==> config.mk <==
export PLATFORM = sky130hd
export DESIGN_NAME = ps2_traffic_logger
export DESIGN_NICKNAME = d
export VERILOG_FILES = /design/src/rtl/ps2_traffic_logger.sv
export SDC_FILE = /design/constraint.sdc
export NUM_CORES = 1
export LEC_CHECK = 0
export CORE_MARGIN = 4
export CORE_UTILIZATION = 45
export DETAILED_ROUTE_END_ITERATION = 10
export MAX_ROUTING_LAYER = met4
export PLACE_DENSITY_LB_ADDON = 0.3
export SYNTH_ARGS = -nofsm -noshare
export SYNTH_HDL_FRONTEND = slang
export SYNTH_SLANG_ARGS = --single-unit
==> constraint.sdc <==
create_clock -name clk -period 4.5 [get_ports clk]
set_input_delay 0.45 -clock clk [delete_from_list [all_inputs] [get_ports clk]]
set_output_delay 0.45 -clock clk [all_outputs]
set_load 0.01 [all_outputs]
==> src/rtl/ps2_traffic_logger.sv <==
// ps2_traffic_logger
// Captures PS/2 host-to-device and device-to-host bytes into an event FIFO
// (up to two writes per cycle) and streams each event to a UART transmitter
// as one ASCII line: "H 1A\r\n" for host bytes, "D FA\r\n" for device bytes.
// Optional feature macro PS2_LOG_TS_EN: a free-running TS_W-bit cycle counter
// is stored with every entry and each line gains " @" plus TS_W/4 hex digits.
// Events arriving while the FIFO is full are counted in a saturating counter.
module ps2_traffic_logger #(
    parameter int DEPTH = 8,
    parameter int TS_W  = 16
) (
    input  logic                   clk,
    input  logic                   rst_n,
    input  logic                   host_stb_i,
    input  logic [7:0]             host_data_i,
    input  logic                   dev_stb_i,
    input  logic [7:0]             dev_data_i,
    input  logic                   uart_ready_i,
    output logic                   uart_wr_en_o,
    output logic [7:0]             uart_wr_data_o,
    output logic [7:0]             drop_cnt_o,
    output logic [$clog2(DEPTH):0] fifo_level_o,
    output logic                   busy_o
);

    localparam int PTR_W = $clog2(DEPTH);
    localparam int CNT_W = PTR_W + 1;
`ifdef PS2_LOG_TS_EN
    localparam int ENT_W  = 9 + TS_W;
    localparam int LINE_L = 8 + TS_W / 4;
`else
    localparam int ENT_W  = 9;
    localparam int LINE_L = 6;
`endif
    localparam int IDX_W = $clog2(LINE_L);

    typedef enum logic {
        IDLE = 1'b0,
        EMIT = 1'b1
    } state_t;

    // Entry layout: {dir, byte[7:0]} with the timestamp in the low bits when enabled.
    logic [ENT_W-1:0] mem_q [DEPTH];
    logic [PTR_W-1:0] wr_ptr_q, wr_ptr_d;
    logic [PTR_W-1:0] rd_ptr_q, rd_ptr_d;
    logic [CNT_W-1:0] count_q, count_d;
    logic [7:0]       drop_q, drop_d;

    state_t           state_q;
    logic [IDX_W-1:0] idx_q;
    logic [ENT_W-1:0] line_q;
    logic             wr_en_q;
    logic [7:0]       wr_data_q;

    logic [ENT_W-1:0] host_ent, dev_ent;
    logic             pop, host_acc, dev_acc;
    logic [CNT_W-1:0] free_slots;
    logic [1:0]       n_push, n_drop;
    logic [8:0]       drop_sum;
    logic             line_dir;
    logic [7:0]       line_byte;
    logic [7:0]       cur_char;

`ifdef PS2_LOG_TS_EN
    logic [TS_W-1:0] ts_q;
    logic [TS_W-1:0] line_ts;
    logic [TS_W-1:0] ts_shift;

    // Free-running cycle counter; both entries captured on one edge share its value.
    always_ff @(posedge clk or negedge rst_n) begin
        if (!rst_n) begin
            ts_q <= '0;
        end else begin
            // NOTE: registered state is always updated with non-blocking assignments so every flop samples pre-edge values.
            ts_q <= ts_q + TS_W'(1);
        end
    end

    assign host_ent = {1'b0, host_data_i, ts_q};
    assign dev_ent  = {1'b1, dev_data_i, ts_q};
    assign line_ts  = line_q[TS_W-1:0];
`else
    assign host_ent = {1'b0, host_data_i};
    assign dev_ent  = {1'b1, dev_data_i};
`endif

    assign line_dir  = line_q[ENT_W-1];
    assign line_byte = line_q[ENT_W-2 -: 8];

    // The formatter takes the head whenever it is idle and something is queued.
    assign pop = (state_q == IDLE) && (count_q != '0);

    function automatic logic [7:0] hex_char(input logic [3:0] n);
        return (n < 4'd10) ? (8'h30 + {4'h0, n}) : (8'h37 + {4'h0, n});
    endfunction

    // Admission: a same-cycle pop frees its slot; the host entry has priority over the device entry.
    always_comb begin
        // NOTE: every always_comb output gets a default first, so no path can leave it unassigned and infer a latch.
        free_slots = CNT_W'(DEPTH) - count_q + CNT_W'(pop);
        host_acc   = host_stb_i && (free_slots != '0);
        dev_acc    = dev_stb_i && (free_slots > CNT_W'(host_acc));
        n_push     = {1'b0, host_acc} + {1'b0, dev_acc};
        n_drop     = {1'b0, host_stb_i & ~host_acc} + {1'b0, dev_stb_i & ~dev_acc};
        drop_sum   = {1'b0, drop_q} + {7'b0, n_drop};
        drop_d     = drop_sum[8] ? 8'hFF : drop_sum[7:0];
        wr_ptr_d   = wr_ptr_q + PTR_W'(n_push);
        rd_ptr_d   = rd_ptr_q + PTR_W'(pop);
        count_d    = count_q + CNT_W'(n_push) - CNT_W'(pop);
    end

    // FIFO pointers, occupancy and the saturating drop counter.
    always_ff @(posedge clk or negedge rst_n) begin
        if (!rst_n) begin
            wr_ptr_q <= '0;
            rd_ptr_q <= '0;
            count_q  <= '0;
            drop_q   <= '0;
        end else begin
            wr_ptr_q <= wr_ptr_d;
            rd_ptr_q <= rd_ptr_d;
            count_q  <= count_d;
            drop_q   <= drop_d;
        end
    end

    // Entry storage: host entry lands at the write pointer, a simultaneous device entry right after it.
    // NOTE: the storage array has no reset; pointers and count define validity, and resetting RAM would block inference.
    always_ff @(posedge clk) begin
        if (host_acc) begin
            mem_q[wr_ptr_q] <= host_ent;
        end else if (dev_acc) begin
            mem_q[wr_ptr_q] <= dev_ent;
        end
        if (host_acc && dev_acc) begin
            mem_q[wr_ptr_q + PTR_W'(1)] <= dev_ent;
        end
    end

    // Character at the current line index.
    always_comb begin
        cur_char = 8'h0A;
`ifdef PS2_LOG_TS_EN
        ts_shift = line_ts >> (4 * (LINE_L - 3 - int'(idx_q)));
`endif
        if (idx_q == IDX_W'(0)) begin
            cur_char = line_dir ? 8'h44 : 8'h48;
        end else if (idx_q == IDX_W'(1)) begin
            cur_char = 8'h20;
        end else if (idx_q == IDX_W'(2)) begin
            cur_char = hex_char(line_byte[7:4]);
        end else if (idx_q == IDX_W'(3)) begin
            cur_char = hex_char(line_byte[3:0]);
`ifdef PS2_LOG_TS_EN
        end else if (idx_q == IDX_W'(4)) begin
            cur_char = 8'h20;
        end else if (idx_q == IDX_W'(5)) begin
            cur_char = 8'h40;
        end else if (idx_q < IDX_W'(LINE_L - 2)) begin
            cur_char = hex_char(ts_shift[3:0]);
`endif
        end else if (idx_q == IDX_W'(LINE_L - 2)) begin
            cur_char = 8'h0D;
        end
    end

    // Line formatter: load a line in IDLE, emit one character per ready cycle in EMIT.
    always_ff @(posedge clk or negedge rst_n) begin
        if (!rst_n) begin
            state_q   <= IDLE;
            idx_q     <= '0;
            line_q    <= '0;
            wr_en_q   <= 1'b0;
            wr_data_q <= 8'h00;
        end else begin
            wr_en_q <= 1'b0;
            case (state_q)
                IDLE: begin
                    if (pop) begin
                        line_q  <= mem_q[rd_ptr_q];
                        idx_q   <= '0;
                        state_q <= EMIT;
                    end
                end
                EMIT: begin
                    if (uart_ready_i) begin
                        wr_en_q   <= 1'b1;
                        wr_data_q <= cur_char;
                        if (idx_q == IDX_W'(LINE_L - 1)) begin
                            idx_q   <= '0;
                            state_q <= IDLE;
                        end else begin
                            idx_q <= idx_q + IDX_W'(1);
                        end
                    end
                end
                default: state_q <= IDLE;
            endcase
        end
    end

    assign uart_wr_en_o   = wr_en_q;
    assign uart_wr_data_o = wr_data_q;
    assign drop_cnt_o     = drop_q;
    assign fifo_level_o   = count_q;
    assign busy_o         = (count_q != '0) || (state_q != IDLE);

endmodule

==> results by group <==
Outcome
  • Outcome: finished clean

Global routing
  • Vias in the first global route: 4,176
  • Gr usage total: 20.7%
  • GRT Residual Overflow: 0
  • Global-route wire length before repair: 22,800 um
  • Antenna violations before repair: 0
  • Pin count of the biggest net entering global routing: 40

Floorplanning
  • I/O Pins: 43
  • Row count: 41
  • Total Die Area: 15,200 um2
  • Core footprint: 12,800 um2
  • Chip height: 123 um
  • Initial core utilization: 46.5%
  • Die Wd: 123 um

Finish
  • Final Util: 53.3%
  • Area Growth Syn to Fin: 14.4%
  • Final net count: 587
  • Layout cell share with drive strength beyond 1: 10.4%
  • Ant diodes: 0

Detailed routing
  • Met3 WL: 848 um
  • TritonRoute pass-1 iters: 5
  • Total routed wirelength: 14,200 um
  • DRT met1 WL: 5980 um
  • Via/cell ratio: 5.79
  • Vias: 4,167
  • DRC: 0
  • Metal2 WL: 6920 um
  • Uppermost layer routed: met4
  • Wire per inst: 19.7 um
  • First DRT Iteration DRCs: 391
  • Antenna viol nets, final: 0

Synth
  • Dominant cell type by area after synthesis: edfxtp_1
  • Primary FF master, synth: edfxtp_1
  • Synthesized area: 5970 um2
  • Post-Synthesis Cells: 507
  • Yosys warning count: 0
  • Syn nets: 550
  • Post-synthesis async set-or-reset flop share: 35.1%
  • Yosys top cell area share: 32.2%
  • Sequential-to-total area share from yosys stat: 51.2%
  • Synth area leaders: edfxtp_1 (32%), dfrtp_1 (16%), o2bb2ai_1 (4.7%)
  • FF+latch count, synth: 111
  • Syn Area/Cell: 11.8 um2
  • Post-synthesis cell type count: 60
  • Post-synth EDFFs: 64

Timing
  • RSZ-0062 raised after global routing: no
  • Rel. slew slack: 39.6%
  • Slew Limit Fails: 0
  • Sum Neg Setup Slack: 0 ns
  • Final Setup Violations: 0
  • Endpoints failing hold: 0
  • Tightest Pin Transition: 0.906 ns
  • Max Fclk: 266 MHz
  • Min Tclk post-route: 3.76 ns
  • Layout Skew: 0.0121 ns
  • Crit share post-route: 83.6%

Clock network
  • CTS buffer count: 9
  • Post-CTS Setup Bufs: 0
  • TritonCTS Sinks: 111
  • Clock-pin slew on the worst setup and hold paths: 0.07 ns
  • Worst-Skew Late Latency: 0.36 ns
  • CTS Hold Bufs: 0
  • Clock root cell: clkbuf_16
  • CTS resizes: 0
  • Max clock buf depth: 2
  • Number of H-tree levels: 3
  • CTS tree: built

Place
  • Placer Congestion: 0.872
  • I/O Buffers: 41
  • DP HPWL: 9500 um

Pwr
  • Sw Pwr: 0.00180 W
  • Clock Power Share: 18.4%
  • Cell-internal power: 0.00291 W
  • Switching part of the total: 38.2%
  • Cell Pwr Density: 689 nW/um2
  • Combinational power share: 41.4%
  • Part of the power in registers: 40.2%
  • Max IR drop VDD: 296 uV
  • Leak: 2.58 nW

Critical path
  • Setup crit end kind: flop
  • Crit Path Max Fanout: 11
  • Kind of critical path: flop to flop
  • FF-to-FF path depth: 14
  • Arr. time, crit path: 3.76 ns
  • Worst EP required: 4.49 ns
  • Critical Path Source Type: flop

Worst hold path
  • Hold Crit Class: input pin to asynchronous set/reset pin

Run
  • Max-cap viol count: 0
## path summary, 6_finish.rpt
path	startpoint	slack, ns	end
setup reg to reg	fifo_level_o[2]	0.74	mem_q[7][3]
max in group asynchronous	rst_n	3.75	line_q[0]
min in group clk	mem_q[6][8]	0.47	mem_q[6][8]
hold / removal	rst_n	0.20	drop_cnt_o[4]
hold reg to reg	mem_q[6][8]	0.47	mem_q[6][8]
setup / recovery	fifo_level_o[2]	0.74	mem_q[7][3]
## sequential cells by signal (all words and copies together), names as in the netlist
name	flops
drop_cnt_o	8
fifo_level_o	4
idx_q	3
line_q	9
mem_q	72
rd_ptr_q	3
state_q	1
uart_wr_data_o	7
uart_wr_en_o	1
wr_ptr_q	3
## power groups by stage
| stage | Sequential (W) | Combinational (W) | Clock (W) |
|---|---|---|---|
| detailed placement | 0.00192 | 0.00195 | 0 |
| global route | 0.00195 | 0.00215 | 0.000911 |
| CTS | 0.00190 | 0.00196 | 0.000876 |
| floorplan | 0.00174 | 0.00147 | 0 |
| global placement | 0.00190 | 0.00190 | 0 |
| finish | 0.00189 | 0.00195 | 0.000865 |
## cells in the final DEF (no fill, tap or decap), drive strengths merged, types with 9 or more instances in the layout
cell	instances
o21ai	52
dfrtp	39
a21oi	21
clkdlybuf4s50	40
nand2	62
mux2i	21
edfxtp	64
clkbuf	9
nor2	28
buf	14
o2bb2ai	32
inv	27
mux4	18
ha	19
## synthesized netlist by cell type, types with 4 or more instances
master	n
nand4_1	4
buf_6	4
nand2_1	59
mux4_2	10
buf_2	6
clkbuf_1	13
nand2b_1	7
mux2i_1	21
mux4_1	8
o21ai_0	50
buf_4	4
nor2b_1	8
nor2_1	24
a211o_1	4
nand3_1	7
a21oi_1	21
dfxtp_1	8
and2_1	4
o31ai_1	4
dfrtp_1	39
ha_1	19
o2bb2ai_1	32
inv_1	25
edfxtp_1	64
xnor2_1	6
## routing by layer
layer,global-route usage [%],up-vias
li1,-,1956
met1,26.8,2041
met2,32.6,140
met3,3.84,30
met4,7.96,0
met5,-,-
## through the flow
step / worst slack, ns / total power [W] / area [um2] / std cells / hold WS [ns]
3_5_place_dp: 0.808 / 0.00386 / 6510 / 705 / 0.455
5_1_grt: 0.479 / 0.00502 / 6830 / 720 / 0.291
4_1_cts: 0.768 / 0.00473 / 6830 / 720 / 0.231
2_1_floorplan: 1.06 / 0.00321 / 5970 / 507 / 0.154
3_3_place_gp: 0.939 / 0.00379 / 6510 / 705 / 0.438
6_report: 0.736 / 0.00471 / 6830 / 720 / 0.198
## critical path: stages (launching register included)
cell and delay [ns]:
dfrtp_1 0.43, inv_1 0.10, ha_1 0.18, nand2b_1 0.09, a21boi_0 0.31, nand3_1 0.14
and2_1 0.21, ha_1 0.29, o211ai_1 0.21, nand2_1 0.09, ha_1 0.19, nor2b_1 0.29
nand3_1 0.13, buf_4 0.23, nand2b_1 0.50
## final cells by class
type                            count  area, um2
Tap cell                          172        215
Fill cell                        1126       5990
Inverter                           26       97.6
Sequential cell                   111       3060
Clock inverter                      6       92.6
Timing Repair Buffer               54        503
Clock buffer                        9        225
Multi-Input combinational cell    342       2640
## cell families after synthesis
| logic type | count (synthesis) | share of synthesized area (%) |
|---|---|---|
| mux | 39 | 10.8 |
| compound gates | 134 | 14.8 |
| fa+ha+maj | 22 | 4.99 |
| flops | 111 | 51.2 |
| simple gates | 135 | 11.5 |
| other cells | 1 | 0.0628 |
| xor+xnor | 11 | 2.05 |
| buf+inv | 54 | 4.55 |
No activity file was read; power rests on OpenSTA's default activity.
==> RTL change (same settings) <==
Change the localparam `LINE_L` from 6 to 12.
--- a/src/rtl/ps2_traffic_logger.sv
+++ b/src/rtl/ps2_traffic_logger.sv
@@ -30,7 +30,7 @@
     localparam int LINE_L = 8 + TS_W / 4;
 `else
     localparam int ENT_W  = 9;
-    localparam int LINE_L = 6;
+    localparam int LINE_L = 12;
 `endif
     localparam int IDX_W = $clog2(LINE_L);
 
Check against the original RTL: not equivalent (Yosys sat finds a counterexample within 10 cycles, from zero or initial values and one cycle with rst_n low).
==> RTL change against the original RTL <==
- critical path depth up 10
- sequential power decreased by 5%
- clock skew shrank 0.00077 ns
- die area rose by 1.2%
- clock power is 11% lower
- final area increased by 3.0%
- sequential cell count grew 1
- wire length shrank 0.25%
- largest cell class unchanged
- global-route usage fell by 0.68 points
- synthesized area increased by 1.3%
- highest routed layer unchanged
- power fell by 7.4%
- worst setup slack worse by 0.41 ns
==> RTL change: results <==
[placed_design]
dp_cells = 734
dpl.hpwl_um = 9948
place_area_um2 = 6701
place_ws_ns = 0.1123
numPortBuffers = 41
gp_congestion = 0.8519

[yosys]
synth_cell_types = 56
synth_area_leaders = edfxtp_1 (32%), dfrtp_1 (17%), ha_1 (4.8%)
synth_edf_count = 64
ys_top_cells_by_count = edfxtp_1 (64), nand2_1 (60), o21ai_0 (50)
ys_warn_count = 0
syn_nets = 565
async_flop_share_pct = 35.71
synthAdderAreaFrac_pct = 5.756
synth_compound_area_share_pct = 14.27
yosysSeqAreaShare_pct = 51.01
syn_inst = 518
synth.area.mux_share_pct = 10.35
synth_xor_area_share_pct = 2.029

[global_route]
met2_usage_pct = 30.82
grt_max_degree = 41
met1_usage_pct = 26.44
grt_use_total_pct = 20.02
grt_pass1_vias = 4296
grt_pass1_wl_um = 22580
grtUsageMet3_pct = 2.498

[pwr]
total_leakage_power_nw = 2.664
vdd_ir_drop_max_mv = 0.3295
switching_power_mw = 1.591

[critical_path]
cp_slowest_cell = dfrtp_1
cp_max_fo = 3
critPathTopFamily = adder cells
r2r_slack_ns = 0.33
reg2regPathDepth = 24
worstPathArrival_ns = 4.45
reg2reg_to = fifo_level_o[3]
r2r-start = fifo_level_o[2]
slowest_delay_ns = 0.40

[layout]
fillers = 1105
seq_area_um2 = 3083
nNetsFinal = 619
drive_gt1_share_pct = 13.17
fin_cells = 753
top_register = mem_q

[drt]
met1_length_um = 6028
routed_wl_um = 14120
top_layer = met4
routed-wl-met3_um = 769
wl_met2_um = 6918
vias_per_cell = 5.714
drt_iter0_markers = 470

[clock_tree]
clkTransAtPathRegs_ns = 0.08
clock-root-buffer = clkbuf_16
h-tree-depth = 3

[outcome]
outcome = completed

[timing]
finalClockSkew_ns = 0.01129
worst_hold_slack_ns = 0.2221
worstMarginPinSlew_ns = 0.9689
-- RTL change: cell count changes after synthesis, moves of 5 or more --
cell     unedited run  this run
a21oi_1            21        15
nor3_1              0         6
nand3_1             7        12
nor3b_1             0         5
-- RTL change: cell type report --
class | count | share of cell area (%)
Timing Repair Buffer | 71 | 8.966
Sequential cell | 112 | 43.84
Tap cell | 176 | 3.131
Multi-Input combinational cell | 350 | 38.62
Clock inverter | 3 | 0.2313
Clock buffer | 13 | 3.718
Inverter | 28 | 1.494
-- RTL change: power groups by stage --
stage | combinational, mW | clock, mW | sequential [mW]
after floorplan | 1.24 | 0 | 1.70
after global placement | 1.71 | 0 | 1.80
after detailed placement | 1.74 | 0 | 1.82
after CTS | 1.75 | 0.775 | 1.80
after global routing | 1.97 | 0.817 | 1.84
final | 1.79 | 0.766 | 1.80
-- RTL change: how the worst max path moves through the flow --
stage / slack, ns / start / end
3_3_place_gp: 0.30 / fifo_level_o[2] / fifo_level_o[3]
5_1_grt: -0.02 / fifo_level_o[2] / fifo_level_o[3]
6_report: 0.33 / fifo_level_o[2] / fifo_level_o[3]
3_5_place_dp: 0.11 / fifo_level_o[3] / fifo_level_o[3]
4_1_cts: 0.08 / fifo_level_o[3] / fifo_level_o[3]
2_1_floorplan: 0.13 / fifo_level_o[2] / mem_q[7][0]
-- RTL change: kinds of logic after synthesis --
kind of cell / after synthesis
flops: 112
mux: 37
simple gates: 145
buf+inv: 56
xor+xnor: 11
other cells: 1
fa+ha+maj: 26
compound gates: 130
-- RTL change: timing repair --
item,in CTS,in global routing
resized for setup,0,8
setup buffers,0,3
setup endpoints to repair,0,47
